--- src/rtl/jtopl_acc_pkg.sv ---
// jtopl_acc_pkg: shared constants, control bundle and slot decode for the accumulator scheduler
package jtopl_acc_pkg;
  localparam int NSLOTS = 18;
  localparam int NCH = 9;
  localparam int OP_LAT_MIN = 0;
  localparam int OP_LAT_MAX = 7;
  typedef struct packed {
    logic zero;
    logic sum_en;
  } acc_ctl_t;
  function automatic logic [3:0] slot_ch(input logic [4:0] s);
    return 4'(5'd3 * (s / 5'd6) + s % 5'd3);
  endfunction
  function automatic logic slot_op2(input logic [4:0] s);
    return (s % 5'd6) >= 5'd3;
  endfunction
endpackage

--- src/rtl/jtopl_acc_dly.sv ---
// jtopl_acc_dly: enable-gated shift register with synchronous clear
module jtopl_acc_dly #(
  parameter int W = 2,
  parameter int DEPTH = 1
) (
  input  logic         clk,
  input  logic         rst,
  input  logic         en,
  input  logic [W-1:0] d,
  output logic [W-1:0] q
);
  logic [W-1:0] sr_q [DEPTH];
  always_ff @(posedge clk) begin
    if (rst) begin
      for (int i = 0; i < DEPTH; i++) sr_q[i] <= '0;
    end else if (en) begin
      sr_q[0] <= d;
      for (int i = 1; i < DEPTH; i++) sr_q[i] <= sr_q[i-1];
    end
  end
  assign q = sr_q[DEPTH-1];
endmodule

--- src/rtl/jtopl_acc_sched.sv ---
// jtopl_acc_sched: slot sequencer and frame sample buffer for the single accumulator mixer
// Optional rhythm override of channels 7/8 is built with JTOPL_ACC_RHYTHM_EN.
module jtopl_acc_sched
  import jtopl_acc_pkg::*;
#(
  parameter int OP_LAT = 2,
  parameter int SNDW = 16
) (
  input  logic            clk,
  input  logic            rst,
  input  logic            cenop,
  input  logic            cfg_we,
  input  logic [3:0]      cfg_ch,
  input  logic            cfg_con,
  input  logic            cfg_mute,
  input  logic            rhythm,
  output logic            zero,
  output logic            sum_en,
  output logic [4:0]      slot,
  input  logic [SNDW-1:0] snd_in,
  output logic [SNDW-1:0] smp,
  output logic            smp_valid,
  input  logic            smp_ready,
  output logic            overrun,
  input  logic            ovr_clr
);
  localparam int DEPTH = 1 + ((OP_LAT > OP_LAT_MAX) ? OP_LAT_MAX : OP_LAT);
  logic [4:0] slot_q, slot_d;
  logic [NCH-1:0] con_q, mute_q;
  logic [3:0] ch;
  logic op2, s_raw;
  acc_ctl_t raw, dly;
  logic frame_seen_q, frame_seen_d, cap_pend_q, cap_pend_d;
  logic [SNDW-1:0] smp_q, smp_d;
  logic smp_valid_q, smp_valid_d, overrun_q, overrun_d;
  always_comb begin
    slot_d = !cenop ? slot_q : (slot_q == 5'(NSLOTS - 1)) ? 5'd0 : slot_q + 5'd1;
    ch = slot_ch(slot_q);
    op2 = slot_op2(slot_q);
`ifdef JTOPL_ACC_RHYTHM_EN
    s_raw = !mute_q[ch] && ((rhythm && ch >= 4'd7) || op2 || con_q[ch]);
`else
    s_raw = !mute_q[ch] && (op2 || con_q[ch]);
`endif
    raw = '{zero: slot_q == 5'd0, sum_en: s_raw};
    // the zero pulse right after reset only opens the first frame; nothing is captured from it
    frame_seen_d = frame_seen_q | (cenop & zero);
    cap_pend_d = cenop & zero & frame_seen_q;
    smp_d = cap_pend_q ? snd_in : smp_q;
    smp_valid_d = cap_pend_q | (smp_valid_q & !smp_ready);
    overrun_d = (cap_pend_q & smp_valid_q & !smp_ready) | (overrun_q & !ovr_clr);
  end
`ifndef JTOPL_ACC_RHYTHM_EN
  logic unused_rhythm;
  assign unused_rhythm = rhythm;
`endif
  always_ff @(posedge clk) begin
    if (rst) begin
      slot_q <= '0;
      con_q <= '0;
      mute_q <= '0;
      frame_seen_q <= 1'b0;
      cap_pend_q <= 1'b0;
      smp_q <= '0;
      smp_valid_q <= 1'b0;
      overrun_q <= 1'b0;
    end else begin
      slot_q <= slot_d;
      if (cfg_we && cfg_ch < 4'(NCH)) begin
        con_q[cfg_ch] <= cfg_con;
        mute_q[cfg_ch] <= cfg_mute;
      end
      frame_seen_q <= frame_seen_d;
      cap_pend_q <= cap_pend_d;
      smp_q <= smp_d;
      smp_valid_q <= smp_valid_d;
      overrun_q <= overrun_d;
    end
  end
  jtopl_acc_dly #(.W($bits(acc_ctl_t)), .DEPTH(DEPTH)) u_dly (
    .clk(clk),
    .rst(rst),
    .en (cenop),
    .d  (raw),
    .q  (dly)
  );
  assign zero = dly.zero;
  assign sum_en = dly.sum_en;
  assign slot = slot_q;
  assign smp = smp_q;
  assign smp_valid = smp_valid_q;
  assign overrun = overrun_q;
endmodule

--- config.mk ---
export PLATFORM = sky130hd
export DESIGN_NAME = jtopl_acc_sched
export DESIGN_NICKNAME = d
export VERILOG_FILES = /design/src/rtl/jtopl_acc_pkg.sv /design/src/rtl/jtopl_acc_dly.sv /design/src/rtl/jtopl_acc_sched.sv
export SDC_FILE = /design/constraint.sdc
export NUM_CORES = 1
export LEC_CHECK = 0
export CORE_UTILIZATION = 48
export CTS_CLUSTER_DIAMETER = 100
export CTS_CLUSTER_SIZE = 40
export DETAILED_ROUTE_END_ITERATION = 16
export PLACE_DENSITY = 0.77
export SETUP_SLACK_MARGIN = 0.05
export SYNTH_ARGS = -nofsm -noshare
export SYNTH_HDL_FRONTEND = slang
export SYNTH_SLANG_ARGS = --single-unit
--- constraint.sdc ---
create_clock -name clk -period 4.8 [get_ports clk]
set_input_delay 1.44 -clock clk [delete_from_list [all_inputs] [get_ports clk]]
set_output_delay 1.44 -clock clk [all_outputs]
set_load 0.02 [all_outputs]
; ---- After elaboration in Yosys (flattened, before gate mapping)
; Memory sizes are Yosys's and may differ from the RTL's.
; Cells that the tools add are included.
[totals]
reg_bits = 43
latchBits = 0
ramBits = 6
romBits = 0
in_bits = 29
out_inout_bits = 25
word_cells = 58
memories = 1
[op_classes]
add_sub_neg = 2
multipliers = 1
div = 3
order_cmp = 5
n_eq_ne = 1
shifts = 0
n_mux = 17
bitwise = 12
n_reduce_logical = 8
[memory_table]
columns = name, words, word_bits, rd, rd_ports_with_merged_regs, write_ports, line_no
row1 = u_dly.sr_q, 3, 2, 3, 0, 3, jtopl_acc_dly.sv:12  ; logic [W-1:0] sr_q [DEPTH];
[ops]
columns = op, count
row1 = 9-bit bitwise mux, 2
row2 = "4-bit by 5-bit < comparator with 1-bit output, second input constant", 2
row3 = 1-bit binary-select mux with 4-bit select, 2
row4 = 1-bit 2-to-1 mux, 8
row5 = 1-bit AND, 6
row6 = 2-bit 2-to-1 mux, 3
row7 = 1-bit OR, 6
row8 = "5-bit by 1-bit adder with 5-bit output, second input constant", 1
row9 = "5-bit by 3-bit divider with 5-bit output, second input constant", 1
row10 = "5-bit == test, second input constant", 1
row11 = "5-bit by 2-bit greater-or-equal comparator with 1-bit output, second input constant", 1
row12 = 5-bit zero test, 1
row13 = "5-bit by 2-bit remainder unit with 5-bit output, second input constant", 1
row14 = "5-bit by 3-bit remainder unit with 5-bit output, second input constant", 1
row15 = "2-bit by 5-bit multiplier with 4-bit output, first input constant", 1
row16 = 5-bit 2-to-1 mux, 1
row17 = 4-bit adder, 1
row18 = 1-bit demux with 4-bit select, 1
row19 = "4-bit by 1-bit greater-or-equal comparator with 1-bit output, second input constant", 1
row20 = "4-bit < comparator, second input constant", 1
row21 = 1-bit logical AND, 3
row22 = 1-bit zero test, 3
row23 = 1-bit logical OR, 1

; ---- Logic depth before layout (Yosys ltp)
[depth]
ltp_word = 8
mapped_depth = 24

; ---- Modules after synthesis
; A second synthesis with hierarchy kept.
[hier_totals]
hier_cells = 314
hier_area_um2 = 2995.4
[by_module_without_submodules]
columns = mod, n_inst, cells_per_inst, area_per_inst_um2, seq_area_each_um2
row1 = jtopl_acc_sched, 1, 299, 2741.4, 860.8
row2 = jtopl_acc_dly, 1, 15, 254.0, 180.2

; ---- Worst setup path after synthesis
; No wires, ideal clock.
[synth_path]
path_kind = register to register
from = register slot_q[3], in the netlist slot[3]
to = memory u_dly.sr_q[0][0], data pin
setup_ns = 0.152
arrival_time_ns = 5.048
slack_ns = -0.401
path_stages_with_launch = 25
path_buffers = 3
cell_sequence = dfxtp_1 > buf_6 > inv_1 > ha_1 > clkbuf_8 > or3_1 > nand2_1 > ha_1 > clkbuf_2 > nand2b_1 > a21oi_1 > a221oi_1 > a21oi_1 > nor4_1 > mux2i_1 > fa_1 > inv_1 > ha_1 > inv_1 > fa_1 > xnor2_1 > xnor2_1 > or3_1 > a221o_1 > o22ai_1
[synth_rtl]
columns = element, line_no
row1 = from (decl), jtopl_acc_sched.sv:28  ; logic [4:0] slot_q, slot_d;
row2 = from (signal assigned), jtopl_acc_sched.sv:68  ; slot_q <= slot_d;
row3 = to (decl), jtopl_acc_dly.sv:12

==> impl_metrics.ini <==
[run_status]
status = completed

[min_path]
hp-start = frame_seen_q$_SDFF_PP0_
min-delay-path-class = flop to flop
hold_path_end = frame_seen_q$_SDFF_PP0_
hold_depth = 2

[job]
drv_cap = 0

[timing]
max_slew_margin = 0.3229
worst_pin_slew_ns = 1.014
setup-violations-final = 0
hold_violations = 0
tns_ns = 0
timing.final.crit_share = 0.9621
grt_setup_unrepaired = true
holdWs_ns = 0.4663
fmaxAchievable_mhz = 216.5
finalCriticalPeriod_ns = 4.618
drv_slew = 0
skew_ns = 0.007959

[worst_setup_path]
reg2reg_depth = 22
critPathLaunchType = flop
critPathCaptureType = flop
r2r_end = u_dly.sr_q[0][0]$_SDFFCE_PN0P_
arrival_ns = 4.78
critPathKind = flop to flop
cp_max_fo = 4
reg2reg_slack_ns = 0.18
r2r-start = slot[4]$_SDFFE_PP0P_
required_ns = 4.96

[floorplanning]
die-area_mm2 = 0.006469
fp.dieH_um = 80.43
core_mm2 = 0.005921
dieWidth_um = 80.43
start_util = 0.4987
rows = 28
io_pins = 54

[synth]
synth_cell_types = 59
synthFlopType = dfxtp_1
syn_area_mm2 = 0.002953
syn-instance-count = 312
synth_nets = 357
ys_seq_elements = 49
synth-edff-count = 6
yosysWarnings = 0
synth_seq_area_share = 0.3525
async_flop_share = 0
avgSynthCellArea_um2 = 9.464

[cells_and_area]
fin_util = 0.6712
antenna_cells = 0
area_growth_pct = 34.58
drive_above_1_share = 0.2104
mostFrequentLayoutCells = 52 x clkdlybuf4s50_1, 48 x nor2_1, 40 x dfxtp_1
nNetsFinal = 429
stdcell_count = 460
final_common_cell = clkdlybuf4s50_1
design_area_mm2 = 0.003974

[power]
ir_worst_vdd_mv = 0.2057
leakage_nw = 1.520
powerDensity_mw_per_mm2 = 213.9

[global_routing]
antenna_found_initial = 0
gr-total-overflow = 0
grt_pass1_vias = 2351
grt_pass1_wl_um = 10670
grt.total_usage = 0.2121
grt_max_degree = 29

[clocking]
clk_latency_ns = 0.31
clock_path_buffers = 2
cts_tree = done
cts_inserted_buffers = 5
ctsRootBufferMaster = clkbuf_8
cts_hold_buffers = 0
clock-sinks = 49
clkTransAtPathRegs_ns = 0.09
h-tree-depth = 2

[detailed_routing]
ant_nets = 0
vias = 2510
drt_iter0_markers = 127
dr.pass1.iters = 4
finalWirelength_um = 6569
drc = 0
routed_via_density = 5.457
wl_per_cell_um = 14.28

[placed_design]
gp_congestion = 0.8647
dpl.hpwl_um = 4578
dp_cells = 445
placed_cell_area_mm2 = 0.003684
port_buffers = 52
-- layer usage --
layer	share of wire	track usage
met5	0	0
met4	0.010	0.05000
met3	0.042	0.03977
met2	0.52	0.3754
met1	0.43	0.2636
-- metrics by stage --
step,total power [mW],setup slack [ns]
3_3_place_gp,0.5490,0.004726
3_5_place_dp,0.5516,-0.08691
5_1_grt,0.8840,0.005631
6_report,0.8500,0.1818
2_1_floorplan,0.5044,-0.1472
4_1_cts,0.8481,0.06009
-- layout make-up --
cell class | instances | area [um^2]
Fill cell | 497 | 1947
Multi-Input combinational cell | 235 | 1908
Inverter | 9 | 36.28
Timing Repair Buffer | 84 | 772.0
Tap cell | 75 | 93.84
Clock buffer | 5 | 68.82
Sequential cell | 49 | 1050
Clock inverter | 3 | 45.04
-- cells in the mapped netlist, types with 4 or more instances --
cell type / instances / area share
xnor2_1: 6 / 0.018
buf_6: 4 / 0.015
mux2i_1: 35 / 0.12
nand3_1: 6 / 0.010
inv_1: 9 / 0.011
mux4_2: 4 / 0.031
nand2_1: 15 / 0.019
nor3b_1: 6 / 0.015
nand4b_1: 4 / 0.012
nor2b_1: 5 / 0.011
nand2b_1: 6 / 0.013
clkbuf_1: 10 / 0.013
and2_1: 8 / 0.017
o21ai_0: 4 / 0.0068
dfxtp_1: 43 / 0.29
nor2_1: 48 / 0.061
edfxtp_1: 6 / 0.061
ha_1: 13 / 0.055
a21oi_1: 13 / 0.022
-- critical path, stage by stage (launching register included) --
cell and delay, ns:
dfxtp_4 0.37, buf_4 0.14, ha_4 0.21, nand4b_1 0.11, o211ai_1 0.10, ha_2 0.22, and2_4 0.16, a31oi_2 0.24
inv_1 0.07, ha_2 0.18, or2_4 0.24, a211o_1 0.26, inv_2 0.06, fa_1 0.40, inv_1 0.07, ha_1 0.13
inv_1 0.05, fa_2 0.37, xnor2_2 0.15, xnor2_1 0.13, or3_4 0.38, a221o_1 0.34, o22ai_2 0.10
-- logic make-up after synthesis --
group,synth area share
flops,0.3525
xor+xnor,0.03475
fa+ha+maj,0.07543
compound gates,0.1030
buf+inv,0.05169
simple gates,0.2250
mux,0.1576
-- registers in the layout (all words and copies together) (netlist names) --
name and flops:
cap_pend_q 1, mute_q 9, u_dly.sr_q 6, overrun 1
smp_valid 1, frame_seen_q 1, smp 16, slot 5
con_q 9
-- power by group --
part / total [mW] / internal, mW / switching, mW / leakage, nW
Clock: 0.301 / 0.156 / 0.144 / 0.0587
Combinational: 0.125 / 0.0636 / 0.0610 / 1.05
Sequential: 0.425 / 0.421 / 0.00364 / 0.416
Total: 0.850 / 0.641 / 0.209 / 1.52
-- timing repair --
action	in CTS	in global routing
resized for setup	8	20
buffers inserted	4	3
pin swaps	13	16
setup endpoints to repair	1	1
hold endpoints to repair	0	0
-- worst max-delay path by stage --
| stage | slack (ns) | cells after the start | startpoint | end |
|---|---|---|---|---|
| floorplan | -0.15 | 24 | slot[3]$_SDFFE_PP0P_ | u_dly.sr_q[0][0]$_SDFFCE_PN0P_ |
| global placement | 0.005 | 21 | slot[3]$_SDFFE_PP0P_ | u_dly.sr_q[0][0]$_SDFFCE_PN0P_ |
| detailed placement | -0.09 | 21 | slot[3]$_SDFFE_PP0P_ | u_dly.sr_q[0][0]$_SDFFCE_PN0P_ |
| CTS | 0.06 | 21 | slot[3]$_SDFFE_PP0P_ | u_dly.sr_q[0][0]$_SDFFCE_PN0P_ |
| global route | 0.006 | 22 | slot[4]$_SDFFE_PP0P_ | u_dly.sr_q[0][0]$_SDFFCE_PN0P_ |
| finish | 0.18 | 22 | slot[4]$_SDFFE_PP0P_ | u_dly.sr_q[0][0]$_SDFFCE_PN0P_ |
Note: power is estimated with default switching activity, not from simulation.
